--- config.mk ---
export PLATFORM = sky130hd
export DESIGN_NAME = song_sequencer
export DESIGN_NICKNAME = d
export VERILOG_FILES = /design/src/rtl/song_sequencer.sv
export SDC_FILE = /design/constraint.sdc
export NUM_CORES = 1
export LEC_CHECK = 0
export CORE_AREA = 2 2 39 41
export DETAILED_ROUTE_END_ITERATION = 10
export DIE_AREA = 0 0 41 43
export PLACE_DENSITY_LB_ADDON = 0.08
export REMOVE_ABC_BUFFERS = 1
export SLEW_MARGIN = 30
export SYNTH_ARGS = -nofsm -noshare
export SYNTH_HDL_FRONTEND = slang
export SYNTH_SLANG_ARGS = --single-unit
--- constraint.sdc ---
create_clock -name clk -period 1.1 [get_ports clk]
set_input_delay 0.22 -clock clk [delete_from_list [all_inputs] [get_ports clk]]
set_output_delay 0.22 -clock clk [all_outputs]
set_load 0.01 [all_outputs]
--- src/rtl/song_sequencer.sv ---
// rtl/song_sequencer.sv - playback controller: play/pause, skip, auto-advance, end of playlist
module song_sequencer #(
  parameter int SONG_BITS    = 2,
  parameter bit AUTO_ADVANCE = 1'b1
) (
  input  logic                 clk,
  input  logic                 reset,
  input  logic                 play_button,
  input  logic                 next_button,
  input  logic                 song_done,
  output logic                 play,
  output logic                 reset_player,
  output logic [SONG_BITS-1:0] song,
  output logic [1:0]           state_dbg
);

  typedef enum logic [1:0] {
    PAUSED  = 2'd0,
    PLAYING = 2'd1,
    ADVANCE = 2'd2,
    REWIND  = 2'd3
  } state_e;

  localparam logic [SONG_BITS-1:0] LAST_SONG = '1;
  localparam logic [SONG_BITS-1:0] ONE       = SONG_BITS'(1);

  state_e               state_q, state_d;
  logic [SONG_BITS-1:0] song_q, song_d;
  logic                 resume_q, resume_d;
  logic [SONG_BITS-1:0] song_inc;

  assign song_inc = song_q + ONE;

  always_ff @(posedge clk) begin
    if (!reset) begin
      state_q  <= PAUSED;
      song_q   <= '0;
      resume_q <= 1'b0;
    end else begin
      state_q  <= state_d;
      song_q   <= song_d;
      resume_q <= resume_d;
    end
  end

  // Priority next_button > song_done > play_button; lower pulses are dropped.
  always_comb begin
    state_d  = state_q;
    song_d   = song_q;
    resume_d = resume_q;
    unique case (state_q)
      PAUSED: begin
        if (next_button) begin
          state_d  = ADVANCE;
          song_d   = song_inc;
          resume_d = 1'b0;
        end else if (play_button) begin
          state_d = PLAYING;
        end
      end
      PLAYING: begin
        if (next_button) begin
          state_d  = ADVANCE;
          song_d   = song_inc;
          resume_d = 1'b1;
        end else if (song_done) begin
          if (AUTO_ADVANCE) begin
            state_d = ADVANCE;
            if (song_q != LAST_SONG) begin
              song_d   = song_inc;
              resume_d = 1'b1;
            end else begin
              song_d   = '0;
              resume_d = 1'b0;
            end
          end else begin
            state_d  = REWIND;
            resume_d = 1'b0;
          end
        end else if (play_button) begin
          state_d = PAUSED;
        end
      end
      ADVANCE: state_d = resume_q ? PLAYING : PAUSED;
      REWIND:  state_d = PAUSED;
      default: state_d = PAUSED;
    endcase
  end

  always_comb begin
    play         = (state_q == PLAYING);
    reset_player = (state_q == ADVANCE) || (state_q == REWIND);
    state_dbg    = state_q;
  end

  assign song = song_q;

endmodule

# Word level (Yosys, flattened, before mapping)
# Cells that the tools add are included.
[word_totals] regBits=5 inputBits=5 out_inout_bits=6
[classes] n_addsub=1 n_eq_ne=8 mux=17 n_reduce_logical=5
[op_table] op="$mux W2" count=9
[op_table] op="$pmux W2 S4" count=1
[op_table] op="$ne A3 B3 Y1 const B" count=2
[op_table] op="$mux W1" count=5
[op_table] op="$eq A2 B2 Y1 const B" count=2
[op_table] op="$ne A2 B2 Y1 const B" count=2
[op_table] op="$ne A4 B4 Y1 const B" count=1
[op_table] op="$pmux W2 S2" count=1
[op_table] op="$reduce_and A3 Y1" count=1
[op_table] op="$add A2 B1 Y2 const B" count=1
[op_table] op="$eq A2 B1 Y1 const B" count=1
[op_table] op="$logic_not A2 Y1" count=1
[op_table] op="$pmux W1 S2" count=1
[op_table] op="$reduce_and A2 Y1" count=1
[op_table] op="$reduce_bool A2 Y1" count=1
[op_table] op="$logic_or A1 B1 Y1" count=1

# Logic depth before layout (Yosys ltp)
[logic_depth] word_depth=5 depth_mapped=4 mapped_depth_nobuf=4

# Least setup slack after synthesis
# No wires, ideal clock.
[synth_timing] path_kind="flip-flop to flip-flop" from="register song_q[0], in the netlist song[0]" to="register song_q[0], in the netlist song[0]" setup_ns=0.070 t_arrival_ns=1.176 t_required_ns=1.030 slack_ns=-0.146 stages_incl_launch_ff=5 path_buffers=0 period_less_slack_ns=1.246 cell_sequence="dfxtp_1 -> ha_1 -> and3b_1 -> or4_1 -> a21boi_1"
[synth_between] elab_chain_cells=5 word_cells_on_any_way=7
[synth_rtl] element="from (decl)" line_no="28" text="logic [SONG_BITS-1:0] song_q, song_d;"
[synth_rtl] element="from (signal assigned)" line_no="41" text="song_q <= song_d;"
[synth_rtl] element="$add A2 B1 Y2 / $ne A2 B2 Y1 (equally long branches)" line_no="32, 69"
[synth_rtl] element="$mux W2" line_no="69" text="if (song_q != LAST_SONG) begin"
[synth_rtl] element="$mux W2" line_no="66" text="end else if (song_done) begin"
[synth_rtl] element="$mux W2" line_no="62" text="if (next_button) begin"
[synth_rtl] element="$pmux W2 S2 (*)" line_no="51" text="unique case (state_q)"
# Every way passes the cells marked *; elsewhere a longest branch is shown, timed or not. The select of a mux whose other input is x is not followed.
# A chain may end at the register's enable or synchronous reset.

# Worst setup path after layout
[layout_timing] from="register song_q[1], in the netlist song[1]" to="register song_q[0], in the netlist song[0]"
[layout_between] elab_chain_cells=5
[layout_rtl] element="$ne A2 B2 Y1" line_no="69"
[layout_rtl] element="$mux W2" line_no="69"
[layout_rtl] element="$mux W2" line_no="66"
[layout_rtl] element="$mux W2" line_no="62"
[layout_rtl] element="$pmux W2 S2" line_no="51"
# No other way between the ends. The select of a mux whose other input is x is not followed.

==> results.cfg <==
[status]
status = finished, violations left
failing_checks = negative setup slack

[synthesis]
synth_top_area_cell = sky130_fd_sc_hd__dfxtp_1
avgSynthCellArea_um2 = 8.845
yosysSeqAreaShare_pct = 39.02
synth_largest_type_area_fraction_pct = 39.02
synth.ff_latch_count = 5
synth_cell_type_count = 20
postSynthCellCount = 29
synthTopCellsByArea = sky130_fd_sc_hd__dfxtp_1 39%, sky130_fd_sc_hd__nor4b_1 6.8%, sky130_fd_sc_hd__ha_1 4.9%
yosys_warnings = 0
synth_area_um2 = 256.5

[clocking]
cts_hold_repair.buffers = 0
cts.sink_count = 5
clock_insertion_delay_worst_skew_ns = 0.24
root_buffer = sky130_fd_sc_hd__clkbuf_4
numCtsBuffers = 3
clkSlewWorstSetupHoldPaths_ns = 0.04
cts-htree-levels = 1
cts_tree = done
clk_path_buf_depth = 2

[grt]
grt_use_met2_pct = 15.31
global_route_wire_length_before_repair_um = 1255
global_route_met3_utilization_pct = 1.571
globalRoute.totalOverflow = 0
grtUsageMet1_pct = 13.18
via_count_of_the_first_global_routing_pass = 296
grt_antenna_before_repair = 0
largest_net_degree_at_the_start_of_global_routing = 7
grt_use_total_pct = 10.54
gr-max-usage-layer = met2

[drt]
vias_per_cell = 4.443
routed-via-count = 311
drt-wirelength-per-cell_um = 11.09
ant_nets = 0
route.final.wire_length_um = 776
count_of_unresolved_drc_violations_after_routing = 0
drt_first_pass_iters = 2
drt_iter0_drc = 1

[layout]
most_common_cell_after_layout_fill_and_taps_aside = sky130_fd_sc_hd__buf_4
final_net_count = 61
final_cells = 70
most_used_cells_in_the_layout_excluding_fill_and_tap_cells = 9 x sky130_fd_sc_hd__buf_4, 5 x sky130_fd_sc_hd__buf_6, 3 x sky130_fd_sc_hd__nand2_1, 3 x sky130_fd_sc_hd__clkbuf_4, 3 x sky130_fd_sc_hd__dfxtp_2
diodes = 0
layout-drive-gt1-share_pct = 50.00
area_growth_from_synthesis_to_layout_pct = 110.2
final_area_um2 = 539.3

[worst_setup_path]
r2r-end = song[0]
timing.rr.start = song[1]
worst_setup_path_start_kind = flip-flop
cp.required_ns = 1.26
r2r_cells = 4
critPathMaxFanout = 2
worst_setup_slack_for_register_to_register_paths_ns = -0.15
cp.arrival_ns = 1.41
end_kind = flip-flop
crit_type = flip-flop to flip-flop

[timing]
timing.final.crit_period_ns = 1.247
fmax_mhz = 802.2
post-route-period-util_pct = 113.3
slew_headroom_pct = 83.91
rsz0062_at_grt = true
timing_max_transition_violations_final = 0
final_hold_fails = 0
layout_skew_ns = 0.002656
finalHoldWorstSlack_ns = 0.4110
endpoints_failing_setup = 4
postLayoutSetupSlackWorst_ns = -0.1466
tightest_slew_ns = 0.2380

[die]
boundaryPins = 11
dieArea_um2 = 1763
initial_utilization_pct = 18.54
die-height_um = 43
placement_rows = 14
area_of_the_core_um2 = 1384
floorplan.die.width_um = 41

[place]
dp_hpwl_um = 554.8
place_area_um2 = 447.9
numPortBuffers = 10
dp_worst_setup_slack_ns = -0.4380
gp_congestion = 0.6030
place.detailed.instances = 64

[power]
peakVddDrop_v = 0.0004913
post_layout_total_power_uw = 561.5
power_leakage_uw = 0.0002452
power_density_nw_per_um2 = 1041

[min_path]
timing.hold.worst_path_depth = 5
min_path_type = input pin to flip-flop
hp_start = song_done
worstHoldEndpoint = state_dbg[0]

[run]
drv_cap = 0
-- repair_timing --
action                                  4_1_cts  5_1_grt
resized for setup                            33        4
pin swaps                                     3        2
buffers inserted                              2        1
endpoints found under the setup margin       10        7
-- worst max-delay path by stage --
| stage | from | end | slack [ns] | depth (start not counted) |
|---|---|---|---|---|
| floorplan | song[0] | song[0] | -0.15 | 4 |
| global placement | next_button | song[0] | -0.37 | 4 |
| detailed placement | next_button | song[0] | -0.44 | 4 |
| CTS | song[1] | song[0] | -0.18 | 4 |
| global route | song[0] | song[0] | -0.19 | 4 |
| finish | song[1] | song[0] | -0.15 | 4 |
-- per-layer routing --
metal  vias up  part of all wire [%]
met5         -                     0
met4         0                     0
met1       152                    42
li1        155                     -
met2         4                    56
met3         0                   2.3
-- stage by stage --
step	TNS, ns	utilization [%]
2_1_floorplan	-0.2643	-
3_3_place_gp	-1.842	32.37
3_5_place_dp	-2.067	32.37
4_1_cts	-0.4711	37.97
5_1_grt	-0.6379	38.97
6_report	-0.3721	38.97
-- cell families (layout without fill, tap and decap cells) --
family	after synthesis	in the layout	synth area share, %
AND/OR/NAND/NOR	14	14	35.13
adder cells (fa/ha/maj)	1	1	4.877
buffers and inverters	2	27	2.924
AO/OA/AOI/OAI	6	6	14.15
flip-flops	5	5	39.03
multiplexers	1	1	3.903
-- critical path, stage by stage (launching register included) --
cell and delay (ns):
sky130_fd_sc_hd__dfxtp_2 0.33, sky130_fd_sc_hd__ha_4 0.15, sky130_fd_sc_hd__and3b_1 0.15, sky130_fd_sc_hd__or4_1 0.39
sky130_fd_sc_hd__a21boi_1 0.14
-- power by group --
group / leakage, µW / switching, µW / total (µW) / internal [µW]
Combinational: 0.000187 / 54.7 / 141 / 86.2
Sequential: 0.0000428 / 13.0 / 208 / 195
Clock: 0.0000150 / 75.8 / 213 / 137
Total: 0.000245 / 143 / 562 / 418
-- Yosys cell counts (all sizes together) --
master  instances
dfxtp           5
nand2           3
a21boi          2
a21oi           2
nor3            2
nor4b           2
a31oi           1
and2            1
and3b           1
and4b           1
clkbuf          1
ha              1
inv             1
mux2i           1
nor2            1
nor2b           1
o21ai           1
or2b            1
or4             1
-- area by class of cell --
| cell class | count | area (µm²) |
|---|---|---|
| fillers | 139 | 844.6 |
| repair buffers | 22 | 198.9 |
| multi-input cells | 22 | 182.7 |
| flip-flops and latches | 5 | 107.6 |
| clock buffers | 4 | 26.28 |
| well taps | 16 | 20.02 |
| inverters | 1 | 3.754 |
-- flip-flops by register name (all words and copies together) (netlist names) --
register	flops
state_dbg	2
resume_q	1
song	2
(Power assumes the default switching activity.)
